`src/rtl/exception_override_unit_if.sv`:
```
// Pipeline-side bundle of the exception override unit: EX exception code,
// normal writeback request, register-file write port and hazard controls.
interface exception_override_unit_if;
  logic       exc_valid_i;
  logic [1:0] exc_code_i;
  logic       wb_en_i;
  logic [2:0] wb_addr_i;
  logic [7:0] wb_data_i;
  logic       rf_we_o;
  logic [2:0] rf_addr_o;
  logic [7:0] rf_data_o;
  logic       flush_o;
  logic       stall_o;

  // Pipeline side: produces exception/writeback requests, consumes RF port and hazards
  modport master (
    output exc_valid_i, exc_code_i, wb_en_i, wb_addr_i, wb_data_i,
    input  rf_we_o, rf_addr_o, rf_data_o, flush_o, stall_o
  );

  // Override unit side
  modport slave (
    input  exc_valid_i, exc_code_i, wb_en_i, wb_addr_i, wb_data_i,
    output rf_we_o, rf_addr_o, rf_data_o, flush_o, stall_o
  );
endinterface

```
`src/rtl/exception_override_unit.sv`:
```
// Writeback-side overflow handler: squashes the faulting instruction, writes the
// 16-bit saturated value as two bytes over two stalled cycles, buffers one
// colliding writeback for a later drain, and counts accepted exceptions.
module exception_override_unit #(
  parameter logic [2:0]  HI_REG = 3'd1,
  parameter logic [2:0]  LO_REG = 3'd0,
  parameter int unsigned CNT_W  = 8
) (
  input  logic                   clk,
  input  logic                   rst_n,
  exception_override_unit_if.slave bus,
  output logic [CNT_W-1:0]       exc_count_o,
  output logic                   err_o
);

  typedef enum logic [1:0] {IDLE, WR_HI, WR_LO, DRAIN} state_t;

  state_t     state, state_nxt;
  logic [1:0] code_q;
  logic       pend_v;
  logic [2:0] pend_addr;
  logic [7:0] pend_data;

  logic code_sat;
  logic accept;
  logic illegal;
  logic capture;
  logic pend_hits_override;

  assign code_sat = (bus.exc_code_i == 2'b01) || (bus.exc_code_i == 2'b10);
  assign accept   = rst_n && (state == IDLE) && bus.exc_valid_i && code_sat;
  assign illegal  = (state == IDLE) && bus.exc_valid_i && (bus.exc_code_i == 2'b11);
  assign capture  = ((state == WR_HI) || (state == WR_LO)) && bus.wb_en_i;
  assign pend_hits_override = (pend_addr == HI_REG) || (pend_addr == LO_REG);

  // State register
  always_ff @(posedge clk) begin
    if (!rst_n) state <= IDLE;
    else        state <= state_nxt;
  end

  // Next state and register-file / hazard outputs
  always_comb begin
    state_nxt     = state;
    bus.rf_we_o   = 1'b0;
    bus.rf_addr_o = '0;
    bus.rf_data_o = '0;
    bus.stall_o   = 1'b0;
    bus.flush_o   = accept;
    case (state)
      IDLE: begin
        bus.rf_we_o   = bus.wb_en_i;
        bus.rf_addr_o = bus.wb_addr_i;
        bus.rf_data_o = bus.wb_data_i;
        if (accept) state_nxt = WR_HI;
      end
      WR_HI: begin
        bus.rf_we_o   = 1'b1;
        bus.rf_addr_o = HI_REG;
        bus.rf_data_o = (code_q == 2'b01) ? 8'h7F : 8'h80;
        bus.stall_o   = 1'b1;
        state_nxt     = WR_LO;
      end
      WR_LO: begin
        bus.rf_we_o   = 1'b1;
        bus.rf_addr_o = LO_REG;
        bus.rf_data_o = (code_q == 2'b01) ? 8'hFF : 8'h00;
        bus.stall_o   = 1'b1;
        // A writeback captured in this same cycle must also be drained
        state_nxt     = (pend_v || bus.wb_en_i) ? DRAIN : IDLE;
      end
      DRAIN: begin
        bus.stall_o = 1'b1;
        // An older pending write to an override register loses to the override
        if (!pend_hits_override) begin
          bus.rf_we_o   = 1'b1;
          bus.rf_addr_o = pend_addr;
          bus.rf_data_o = pend_data;
        end
        state_nxt = IDLE;
      end
      default: state_nxt = IDLE;
    endcase
    // Reset forces every output low immediately, including IDLE pass-through
    if (!rst_n) begin
      state_nxt     = IDLE;
      bus.rf_we_o   = 1'b0;
      bus.rf_addr_o = '0;
      bus.rf_data_o = '0;
      bus.stall_o   = 1'b0;
    end
  end

  // Latched code, pending buffer, saturating counter and sticky error
  always_ff @(posedge clk) begin
    if (!rst_n) begin
      code_q      <= '0;
      pend_v      <= 1'b0;
      pend_addr   <= '0;
      pend_data   <= '0;
      exc_count_o <= '0;
      err_o       <= 1'b0;
    end else begin
      if (accept) begin
        code_q <= bus.exc_code_i;
        if (exc_count_o != '1) exc_count_o <= exc_count_o + CNT_W'(1);
      end
      if (illegal) err_o <= 1'b1;
      if (capture) begin
        if (pend_v) begin
          err_o <= 1'b1;
        end else begin
          pend_v    <= 1'b1;
          pend_addr <= bus.wb_addr_i;
          pend_data <= bus.wb_data_i;
        end
      end
      if (state == DRAIN) pend_v <= 1'b0;
    end
  end

endmodule
```
`src/flat_wrapper.sv`:
```
// flat-port wrapper written by rule: the top's interface ports become plain ports
module exception_override_unit_flat 
#(
  parameter logic [2:0]  HI_REG = 3'd1,
  parameter logic [2:0]  LO_REG = 3'd0,
  parameter int unsigned CNT_W  = 8
)
  (clk, rst_n, exc_count_o, err_o, bus_exc_valid_i, bus_exc_code_i, bus_wb_en_i, bus_wb_addr_i, bus_wb_data_i, bus_rf_we_o, bus_rf_addr_o, bus_rf_data_o, bus_flush_o, bus_stall_o);
  exception_override_unit_if bus_i ();
  input  logic clk;
  input  logic rst_n;
  output logic [CNT_W-1:0] exc_count_o;
  output logic err_o;
  input wire logic [$bits(bus_i.exc_valid_i)-1:0] bus_exc_valid_i;
  input wire logic [$bits(bus_i.exc_code_i)-1:0] bus_exc_code_i;
  input wire logic [$bits(bus_i.wb_en_i)-1:0] bus_wb_en_i;
  input wire logic [$bits(bus_i.wb_addr_i)-1:0] bus_wb_addr_i;
  input wire logic [$bits(bus_i.wb_data_i)-1:0] bus_wb_data_i;
  output wire logic [$bits(bus_i.rf_we_o)-1:0] bus_rf_we_o;
  output wire logic [$bits(bus_i.rf_addr_o)-1:0] bus_rf_addr_o;
  output wire logic [$bits(bus_i.rf_data_o)-1:0] bus_rf_data_o;
  output wire logic [$bits(bus_i.flush_o)-1:0] bus_flush_o;
  output wire logic [$bits(bus_i.stall_o)-1:0] bus_stall_o;
  assign bus_i.exc_valid_i = bus_exc_valid_i;
  assign bus_i.exc_code_i = bus_exc_code_i;
  assign bus_i.wb_en_i = bus_wb_en_i;
  assign bus_i.wb_addr_i = bus_wb_addr_i;
  assign bus_i.wb_data_i = bus_wb_data_i;
  assign bus_rf_we_o = bus_i.rf_we_o;
  assign bus_rf_addr_o = bus_i.rf_addr_o;
  assign bus_rf_data_o = bus_i.rf_data_o;
  assign bus_flush_o = bus_i.flush_o;
  assign bus_stall_o = bus_i.stall_o;
  exception_override_unit #(.HI_REG(HI_REG), .LO_REG(LO_REG), .CNT_W(CNT_W)) u_core (.clk(clk), .rst_n(rst_n), .bus(bus_i), .exc_count_o(exc_count_o), .err_o(err_o));
endmodule
```
`config.mk`:
```
export PLATFORM = sky130hd
export DESIGN_NAME = exception_override_unit_flat
export DESIGN_NICKNAME = d
export VERILOG_FILES = /design/src/rtl/exception_override_unit_if.sv /design/src/rtl/exception_override_unit.sv /design/src/flat_wrapper.sv
export SDC_FILE = /design/constraint.sdc
export NUM_CORES = 1
export LEC_CHECK = 0
export ABC_AREA = 1
export BUFFER_PORTS_ARGS = -buffer_cell sky130_fd_sc_hd__buf_2
export CAP_MARGIN = 20
export CORE_ASPECT_RATIO = 1.75
export CORE_MARGIN = 2
export CORE_UTILIZATION = 51
export CTS_CLUSTER_DIAMETER = 60
export CTS_CLUSTER_SIZE = 16
export DETAILED_ROUTE_END_ITERATION = 16
export PLACE_DENSITY = 0.78
export SKIP_CTS_REPAIR_TIMING = 1
export SYNTH_ARGS = -nofsm -noshare
export SYNTH_HDL_FRONTEND = slang
export SYNTH_SLANG_ARGS = --single-unit
```
`constraint.sdc`:
```
create_clock -name clk -period 1.76 [get_ports clk]
set_input_delay 0.264 -clock clk [delete_from_list [all_inputs] [get_ports clk]]
set_output_delay 0.264 -clock clk [all_outputs]
set_load 0.05 [all_outputs]
```
==> results.json, run 1 <==
{
  "status": "finished, violations left",
  "violations": "setup timing",
  "nFillCells": 209,
  "crit_family": "buffers and inverters",
  "clock_sinks": 25,
  "cts_tree": "yes",
  "antenna_found_initial": 0,
  "multi_input_comb_area_um2": 1000,
  "yosysSeqAreaShare": 0.348,
  "dpl_worst_slack_ns": -0.226,
  "start_util": 0.534,
  "cts_root_buffer": "clkbuf_8",
  "cp.buffers_inverters": 3,
  "syn_nets": 243,
  "cp_num_cells": 8,
  "drt_first_pass_iters": 4,
  "post_synth_xor_area_fraction": 0,
  "ys_types": 24,
  "syn_avg_cell_area_um2": 6.59,
  "area_growth_pct": 46.2,
  "rr_worst_depth": 9,
  "startpoint": "u_core.state[1]$_SDFFE_PN0P_",
  "hold_start": "bus_wb_addr_i[1]",
  "slew_violations": 0,
  "max-slew-margin-rel": 0.799,
  "wl_per_cell_um": 14.5,
  "min_period_over_period": 1.08,
  "io_buffers": 39,
  "viasPerCell": 5.49,
  "synth_area_leaders": "dfxtp_1, nor2_1, nand2_1",
  "pin_count": 40,
  "num_antenna_cells": 0,
  "seq_area_um2": 505,
  "place.gp.congestion": 0.798,
  "synth_top_family_by_area": "simple AND/OR/NAND/NOR gates",
  "die_area_um2": 3280,
  "ys_seq_elements": 25,
  "antenna_left": 0,
  "grt_pass1_wl_mm": 6.17,
  "r2r-end": "u_core.exc_count_o[4]$_SDFFE_PN0P_",
  "clock.fmax_ghz": 0.524,
  "core_um2": 2690,
  "num_rows": 25,
  "vias": 1643,
  "skew_ns": 0.00286,
  "cp-endpoint": "bus_rf_data_o[0]",
  "worstPathRequired_ns": 1.50,
  "setup_violations": 12,
  "min_path_type": "in2reg",
  "power_mw": 3.27,
  "overflow": 0,
  "path_clk_slew_ns": 0.09,
  "worst_pin_slew_ns": 0.301,
  "powerDensity_nw_per_um2": 1560,
  "clk_latency_ns": 0.27,
  "ys.warnings.count": 0,
  "synth_simple_gate_area_frac": 0.321,
  "critPathCaptureType": "primary output",
  "cts_buffers": 3,
  "synth.area.mux_share": 0,
  "critPathArrivalTime_ns": 1.64,
  "cp_slowest_cell": "dfxtp_4",
  "clock_path_buffers": 2,
  "ir_drop_mv": 1.18,
  "synth_compound_area_frac": 0.178,
  "path_cells": "buf_6, ha_4, nor2_4, nor2_2, nor2_4, buf_4, a21oi_2, buf_6",
  "hold_viol": 0,
  "hold_ws_ns": 0.221,
  "yosysTopAreaCell": "dfxtp_1",
  "path_max_fanout": 4,
  "yosys.area.top_type_share": 0.348,
  "p_leak_nw": 0.956,
  "r2r_slack_ns": 0.16,
  "crit_path_start_kind": "flip-flop",
  "drive_gt1_frac": 0.371,
  "min_period_ns": 1.91,
  "grt_usage": 0.248,
  "dp_hpwl_mm": 2.86,
  "final_cells": 299,
  "place_inst": 291,
  "drt_wl_total_mm": 4.32,
  "reg2reg_from": "u_core.state[0]$_SDFFE_PN0P_",
  "rsz0062_at_grt": "yes",
  "die_y_um": 74.2,
  "grt_max_degree": 19,
  "final_nets": 298,
  "worst_slack_ns": -0.147,
  "synthAdderAreaFrac": 0.0696,
  "max_stage_delay_ns": 0.40,
  "grt_pass1_vias": 1522,
  "drt-initial-drc-count": 41,
  "cts-htree-levels": 1,
  "path_class": "reg2out",
  "drv_cap": 0,
  "final.setup.tns_ns": -1.11,
  "dieWidth_um": 44.1,
  "netlist_instances": 218,
  "netlist_area_um2": 1440,
  "drc": 0
}
[where the power goes]
part           internal [mW]  switching (mW)
Combinational          0.779            1.35
Sequential             0.699          0.0935
Clock                  0.162           0.187
Total                   1.64            1.63
[cell type report]
cell class                      count  share of cell area
Multi-Input combinational cell    164               0.478
Tap cell                           27              0.0161
Timing Repair Buffer               57               0.199
Clock buffer                        4              0.0214
Sequential cell                    25               0.240
Inverter                           22              0.0452
[synth_stat cells]
master / instances
nor2_1: 48
nand2_1: 36
dfxtp_1: 25
inv_1: 17
o21ai_0: 17
a21oi_1: 13
nand3_1: 11
o21ai_1: 11
ha_1: 8
inv_2: 5
clkbuf_1: 4
nand4_1: 4
nand2_2: 3
a211oi_1: 2
a31oi_1: 2
buf_2: 2
nand3_2: 2
nor3_1: 2
a31o_2: 1
buf_6: 1
nor2_2: 1
nor2_4: 1
o211ai_1: 1
o21bai_1: 1
[worst min-delay path, stage by stage]
cell    delay [ns]
buf_2         0.09
nor2_1        0.04
nor2_1        0.08
[worst min-delay path by stage]
stage,to,slack [ns],cells past startpoint
CTS,u_core.pend_data[2]$_SDFFE_PN0P_,0.22,3
detailed placement,u_core.code_q[1]$_SDFFE_PN0P_,0.45,2
global route,u_core.pend_data[6]$_SDFFE_PN0P_,0.24,3
global placement,u_core.code_q[1]$_SDFFE_PN0P_,0.46,2
finish,u_core.pend_addr[1]$_SDFFE_PN0P_,0.22,3
floorplan,u_core.pend_data[7]$_SDFFE_PN0P_,0.40,2
[kinds of logic (layout without fill, tap and decap cells)]
group	count (synthesis)	after routing
flops	25	25
compound gates	48	48
buf+inv	29	83
simple gates	108	108
fa+ha+maj	8	8
[registers in the layout, indices dropped and copies added, names as in the netlist]
signal	cells
u_core.code_q	2
u_core.err_o	1
u_core.pend_addr	3
u_core.pend_data	8
u_core.pend_v	1
u_core.exc_count_o	8
u_core.state	2
[layout by cell type (no fill, tap or decap), types with 7 or more instances in the layout]
cell type	netlist	final
buf_2	2	28
nand2_1	36	33
nor2_1	48	41
o21ai_1	11	13
dfxtp_1	25	23
buf_6	1	16
buf_4	0	13
nor2_4	1	7
nand3_1	11	11
a21oi_1	13	7
inv_1	17	15
o21ai_0	17	15
[layer usage]
layer / up-vias / routed length (um) / GRT usage / part of all wire
met4: 0 / 102 / 0.108 / 0.024
met2: 55 / 2560 / 0.490 / 0.59
met1: 760 / 1470 / 0.248 / 0.34
met5: - / 0 / 0 / 0
li1: 819 / - / - / -
met3: 9 / 191 / 0.0267 / 0.044
[per-stage QoR]
step	instance area [um^2]	util
2_1_floorplan	1510	-
3_3_place_gp	1810	0.673
3_5_place_dp	1810	0.673
4_1_cts	1860	0.690
5_1_grt	2100	0.781
6_report	2100	0.781
(Power assumes the default switching activity.)
==> inputs of run 2 (changes only) <==
Settings changed: CELL_PAD_IN_SITES_DETAIL_PLACEMENT from default to 1, CELL_PAD_IN_SITES_GLOBAL_PLACEMENT from default to 2, CORE_UTILIZATION 51 to 27, PLACE_DENSITY 0.78 to 0.9.
==> results.json, run 2 (synthesis results as in run 1) <==
{
  "grt_usage": 0.161,
  "cts_buffers": 3,
  "p_int_mw": 1.66,
  "drt_wl_total_mm": 4.82,
  "reg_top3": "u_core.exc_count_o x8, u_core.pend_data x8, u_core.pend_addr x3",
  "die_area_um2": 5950,
  "cp_slowest_cell": "dfxtp_2",
  "ir_drop_mv": 0.744,
  "dpl_worst_slack_ns": -0.265,
  "worst_slack_ns": -0.183,
  "pin_count": 40,
  "grt_pass1_wl_mm": 7.36,
  "power_switching_mw": 1.62,
  "cp-endpoint": "bus_rf_data_o[6]",
  "critPathArrivalTime_ns": 1.68,
  "area_growth_pct": 50.9,
  "cts_tree": "yes",
  "drv_cap": 0,
  "max_stage_delay_ns": 0.34,
  "viasPerCell": 4.93,
  "num_rows": 35,
  "path_class": "reg2out",
  "setup_violations": 12,
  "p_sw_frac": 0.494,
  "power_mw": 3.28,
  "slew_violations": 0,
  "clock_path_buffers": 2,
  "min_period_over_period": 1.10,
  "place.gp.congestion": 0.732,
  "path_max_fanout": 4,
  "final_util": 0.416,
  "clock.fmax_ghz": 0.515,
  "violations": "setup timing",
  "dpl_cell_area_um2": 1880,
  "crit_path_start_kind": "flip-flop",
  "combPwrFrac": 0.651,
  "p_leak_nw": 0.970,
  "core_um2": 5210,
  "min_path_type": "in2reg",
  "final.setup.tns_ns": -1.44,
  "start_util": 0.276,
  "skew_ns": 0.00156,
  "power_frac_clock": 0.107,
  "mostFrequentLayoutCells": "nor2_1, nand2_1, buf_2, dfxtp_1, buf_4",
  "final_nets": 302,
  "hold_viol": 0,
  "critPathCaptureType": "primary output",
  "num_antenna_cells": 0,
  "powerDensity_nw_per_um2": 1510,
  "clock_sinks": 25,
  "antenna_found_initial": 0,
  "overflow": 0,
  "rr_worst_depth": 10,
  "max-slew-margin-rel": 0.807,
  "drc": 0,
  "wl_per_cell_um": 14.6,
  "drt-initial-drc-count": 44,
  "drt_first_pass_iters": 4,
  "cts_root_buffer": "clkbuf_8",
  "r2r_slack_ns": 0.16,
  "layout_commonest_cell": "nor2_1",
  "dieWidth_um": 59.2,
  "antenna_left": 0,
  "startpoint": "u_core.state[0]$_SDFFE_PN0P_",
  "path_clk_slew_ns": 0.09,
  "path_cells": "buf_6, ha_2, nor2_2, nor2_2, nor2_4, nand2_1, o211ai_1, inv_1, buf_6",
  "grt_pass1_vias": 1691,
  "io_buffers": 39,
  "worstPathRequired_ns": 1.50,
  "vias": 1633,
  "clk_latency_ns": 0.27,
  "design_area_um2": 2170,
  "nFillCells": 678,
  "cts-htree-levels": 1,
  "die_y_um": 101,
  "drive_gt1_frac": 0.402,
  "seqPwrFrac": 0.242,
  "status": "finished, violations left",
  "grt_max_degree": 16,
  "min_period_ns": 1.94,
  "rsz0062_at_grt": "yes",
  "r2r-end": "u_core.exc_count_o[4]$_SDFFE_PN0P_",
  "reg2reg_from": "u_core.state[1]$_SDFFE_PN0P_",
  "dp_hpwl_mm": 3.51,
  "worst_pin_slew_ns": 0.286
}
==> run 2: cell count changes in the layout (fill, tap and decap cells not counted), sizes merged <==
cell	before	now
buf	57	59
clkbuf	4	6
==> run 2: critical path: cells and delay by family (launching register included) <==
kind / cells / cell delay, ns
DFF: 1 / 0.34
AOI/OAI and AO/OA: 1 / 0.09
and+or+nand+nor: 4 / 0.42
buffers and inverters: 3 / 0.35
adders and majority gates: 1 / 0.19
==> run 2: metrics by stage <==
step / instances / hold WS (ns)
6_report: 331 / 0.232
2_1_floorplan: 218 / 0.398
3_5_place_dp: 323 / 0.464
3_3_place_gp: 323 / 0.462
5_1_grt: 331 / 0.245
4_1_cts: 327 / 0.221
==> run 2: power groups by stage <==
| stage | logic [mW] | registers, mW | clock network (mW) |
|---|---|---|---|
| after CTS | 1.67 | 0.773 | 0.369 |
| after detailed placement | 1.67 | 0.784 | 0 |
| final | 2.14 | 0.795 | 0.350 |
| after floorplan | 1.17 | 0.815 | 0 |
| after global placement | 1.64 | 0.778 | 0 |
| after global routing | 2.30 | 0.812 | 0.388 |
==> run 2: worst min path at each step <==
stage / startpoint / to / cells after the start
5_1_grt: bus_wb_addr_i[1] / u_core.pend_addr[1]$_SDFFE_PN0P_ / 3
2_1_floorplan: bus_wb_data_i[7] / u_core.pend_data[7]$_SDFFE_PN0P_ / 2
3_5_place_dp: u_core.code_q[1]$_SDFFE_PN0P_ / u_core.code_q[1]$_SDFFE_PN0P_ / 2
6_report: bus_wb_data_i[0] / u_core.pend_data[0]$_SDFFE_PN0P_ / 3
4_1_cts: bus_wb_data_i[0] / u_core.pend_data[0]$_SDFFE_PN0P_ / 3
3_3_place_gp: u_core.code_q[0]$_SDFFE_PN0P_ / u_core.code_q[0]$_SDFFE_PN0P_ / 2
==> run 2: layout make-up <==
type | instances | area [um^2] | share of cell area
clock buffer | 4 | 45.0 | 0.0208
multi-input combinational | 164 | 1000 | 0.463
inverter | 22 | 90.1 | 0.0415
sequential | 25 | 505 | 0.233
tap | 55 | 68.8 | 0.0317
timing repair buffer | 61 | 455 | 0.210
==> run 2: per-layer routing <==
layer	share of wire	global-route usage
met1	0.39	0.169
met2	0.56	0.315
met3	0.024	0.0167
met4	0.025	0.0524
met5	0	0
==> inputs of run 3 (changes only) <==
Settings changed: RECOVER_POWER from default to 100.
==> results.json, run 3 (synthesis results as in run 1) <==
{
  "status": "finished, violations left",
  "violations": "setup timing",
  "min_path_type": "in2reg",
  "reg2reg_from": "u_core.state[1]$_SDFFE_PN0P_",
  "clock_path_buffers": 2,
  "place.gp.congestion": 0.732,
  "cts-htree-levels": 1,
  "grt_usage": 0.161,
  "layout_commonest_cell": "nor2_1",
  "crit_path_start_kind": "flip-flop",
  "critPathCaptureType": "primary output",
  "setup_violations": 12,
  "start_util": 0.276,
  "final_nets": 302,
  "dieWidth_um": 59.2,
  "worstPathRequired_ns": 1.50,
  "path_class": "reg2out",
  "antenna_left": 0,
  "clock.fmax_ghz": 0.515,
  "min_path_cells": 3,
  "grt_pass1_vias": 1691,
  "multi_input_comb_area_um2": 1000,
  "worst_pin_slew_ns": 0.590,
  "clock_sinks": 25,
  "r2r_slack_ns": 0.15,
  "max-slew-margin-rel": 0.609,
  "hold_start": "bus_wb_data_i[0]",
  "mostFrequentLayoutCells": "nor2_1, nand2_1, buf_2, dfxtp_1, buf_4",
  "cts_tree": "yes",
  "clk_latency_ns": 0.27,
  "pin_count": 40,
  "critPathArrivalTime_ns": 1.68,
  "hold_viol": 0,
  "area_growth_pct": 50.8,
  "drt-initial-drc-count": 44,
  "io_buffers": 39,
  "dpl_worst_slack_ns": -0.265,
  "min_period_over_period": 1.10,
  "cts_root_buffer": "clkbuf_8",
  "rsz0062_at_grt": "yes",
  "num_rows": 35,
  "drt_first_pass_iters": 4,
  "die_y_um": 101,
  "seq_area_um2": 505,
  "viasPerCell": 4.95,
  "final_util": 0.416,
  "core_um2": 5210,
  "reg_top3": "u_core.exc_count_o x8, u_core.pend_data x8, u_core.pend_addr x3",
  "dp_hpwl_mm": 3.51,
  "overflow": 0,
  "drive_gt1_frac": 0.399,
  "vias": 1640,
  "worst_slack_ns": -0.182,
  "r2r-end": "u_core.exc_count_o[4]$_SDFFE_PN0P_",
  "p_leak_nw": 0.966,
  "nFillCells": 678,
  "drv_cap": 0,
  "powerDensity_nw_per_um2": 1510,
  "hold-path-endpoint": "u_core.pend_data[0]$_SDFFE_PN0P_",
  "path_max_fanout": 4,
  "rr_worst_depth": 10,
  "path_clk_slew_ns": 0.09,
  "slew_violations": 0,
  "antenna_found_initial": 0,
  "ir_drop_mv": 0.743,
  "wl_per_cell_um": 14.5,
  "cts_buffers": 3,
  "grt_max_degree": 16,
  "die_area_um2": 5950,
  "drt_wl_total_mm": 4.81,
  "num_antenna_cells": 0,
  "drc": 0,
  "skew_ns": 0.00151,
  "min_period_ns": 1.94,
  "grt_pass1_wl_mm": 7.36
}
run 3: cell count changes in the layout (fill, tap and decap cells not counted), sizes merged:
cell    before  now
clkbuf       6    7
buf         59   58
run 3: layout make-up:
type | instances | area share
tap | 55 | 0.0317
multi-input combinational | 164 | 0.463
timing repair buffer | 61 | 0.209
sequential | 25 | 0.233
clock buffer | 4 | 0.0208
inverter | 22 | 0.0415
run 3: metrics by stage:
| step | TNS [ns] | cell area (um^2) | hold slack, ns | instances | power, mW |
|---|---|---|---|---|---|
| final | -1.44 | 2170 | 0.232 | 331 | 3.28 |
| after global placement | -0.626 | 1880 | 0.462 | 323 | 2.42 |
| after global routing | -2.58 | 2170 | 0.245 | 331 | 3.50 |
| after CTS | -5.24 | 1920 | 0.221 | 327 | 2.81 |
| after floorplan | -0.352 | 1510 | 0.398 | 218 | 1.98 |
| after detailed placement | -1.13 | 1880 | 0.464 | 323 | 2.45 |
run 3: critical path: stages, from the launching register on:
cell and delay [ns]:
dfxtp_2 0.34, buf_6 0.12, ha_2 0.19, nor2_2 0.12, nor2_2 0.06, nor2_4 0.16
nand2_1 0.08, o211ai_1 0.09, inv_1 0.08, buf_6 0.15
run 3: worst max path at each step:
stage,startpoint,endpoint,cells past startpoint
6_report,u_core.state[0]$_SDFFE_PN0P_,bus_rf_data_o[6],9
5_1_grt,u_core.state[1]$_SDFFE_PN0P_,bus_rf_data_o[6],9
4_1_cts,u_core.state[1]$_SDFFE_PN0P_,bus_rf_data_o[6],9
3_5_place_dp,u_core.state[1]$_SDFFE_PN0P_,bus_rf_data_o[6],9
3_3_place_gp,u_core.state[1]$_SDFFE_PN0P_,bus_rf_data_o[6],9
2_1_floorplan,u_core.state[1]$_SDFFE_PN0P_,bus_rf_data_o[3],6
run 3: layer usage:
| layer | GRT usage | wire length, um | share of wire | vias to the layer above |
|---|---|---|---|---|
| met2 | 0.315 | 2700 | 0.56 | 34 |
| met1 | 0.169 | 1870 | 0.39 | 769 |
| met5 | 0 | 0 | 0 | - |
| met4 | 0.0524 | 116 | 0.024 | 0 |
| met3 | 0.0167 | 118 | 0.025 | 9 |
| li1 | - | - | - | 828 |
run 3: power breakdown:
| part | internal, mW | switching, mW | total [mW] | leakage [nW] |
|---|---|---|---|---|
| sequential | 0.699 | 0.0962 | 0.795 | 0.205 |
| combinational | 0.800 | 1.34 | 2.14 | 0.738 |
| clock | 0.162 | 0.187 | 0.350 | 0.0228 |
| total | 1.66 | 1.62 | 3.28 | 0.966 |
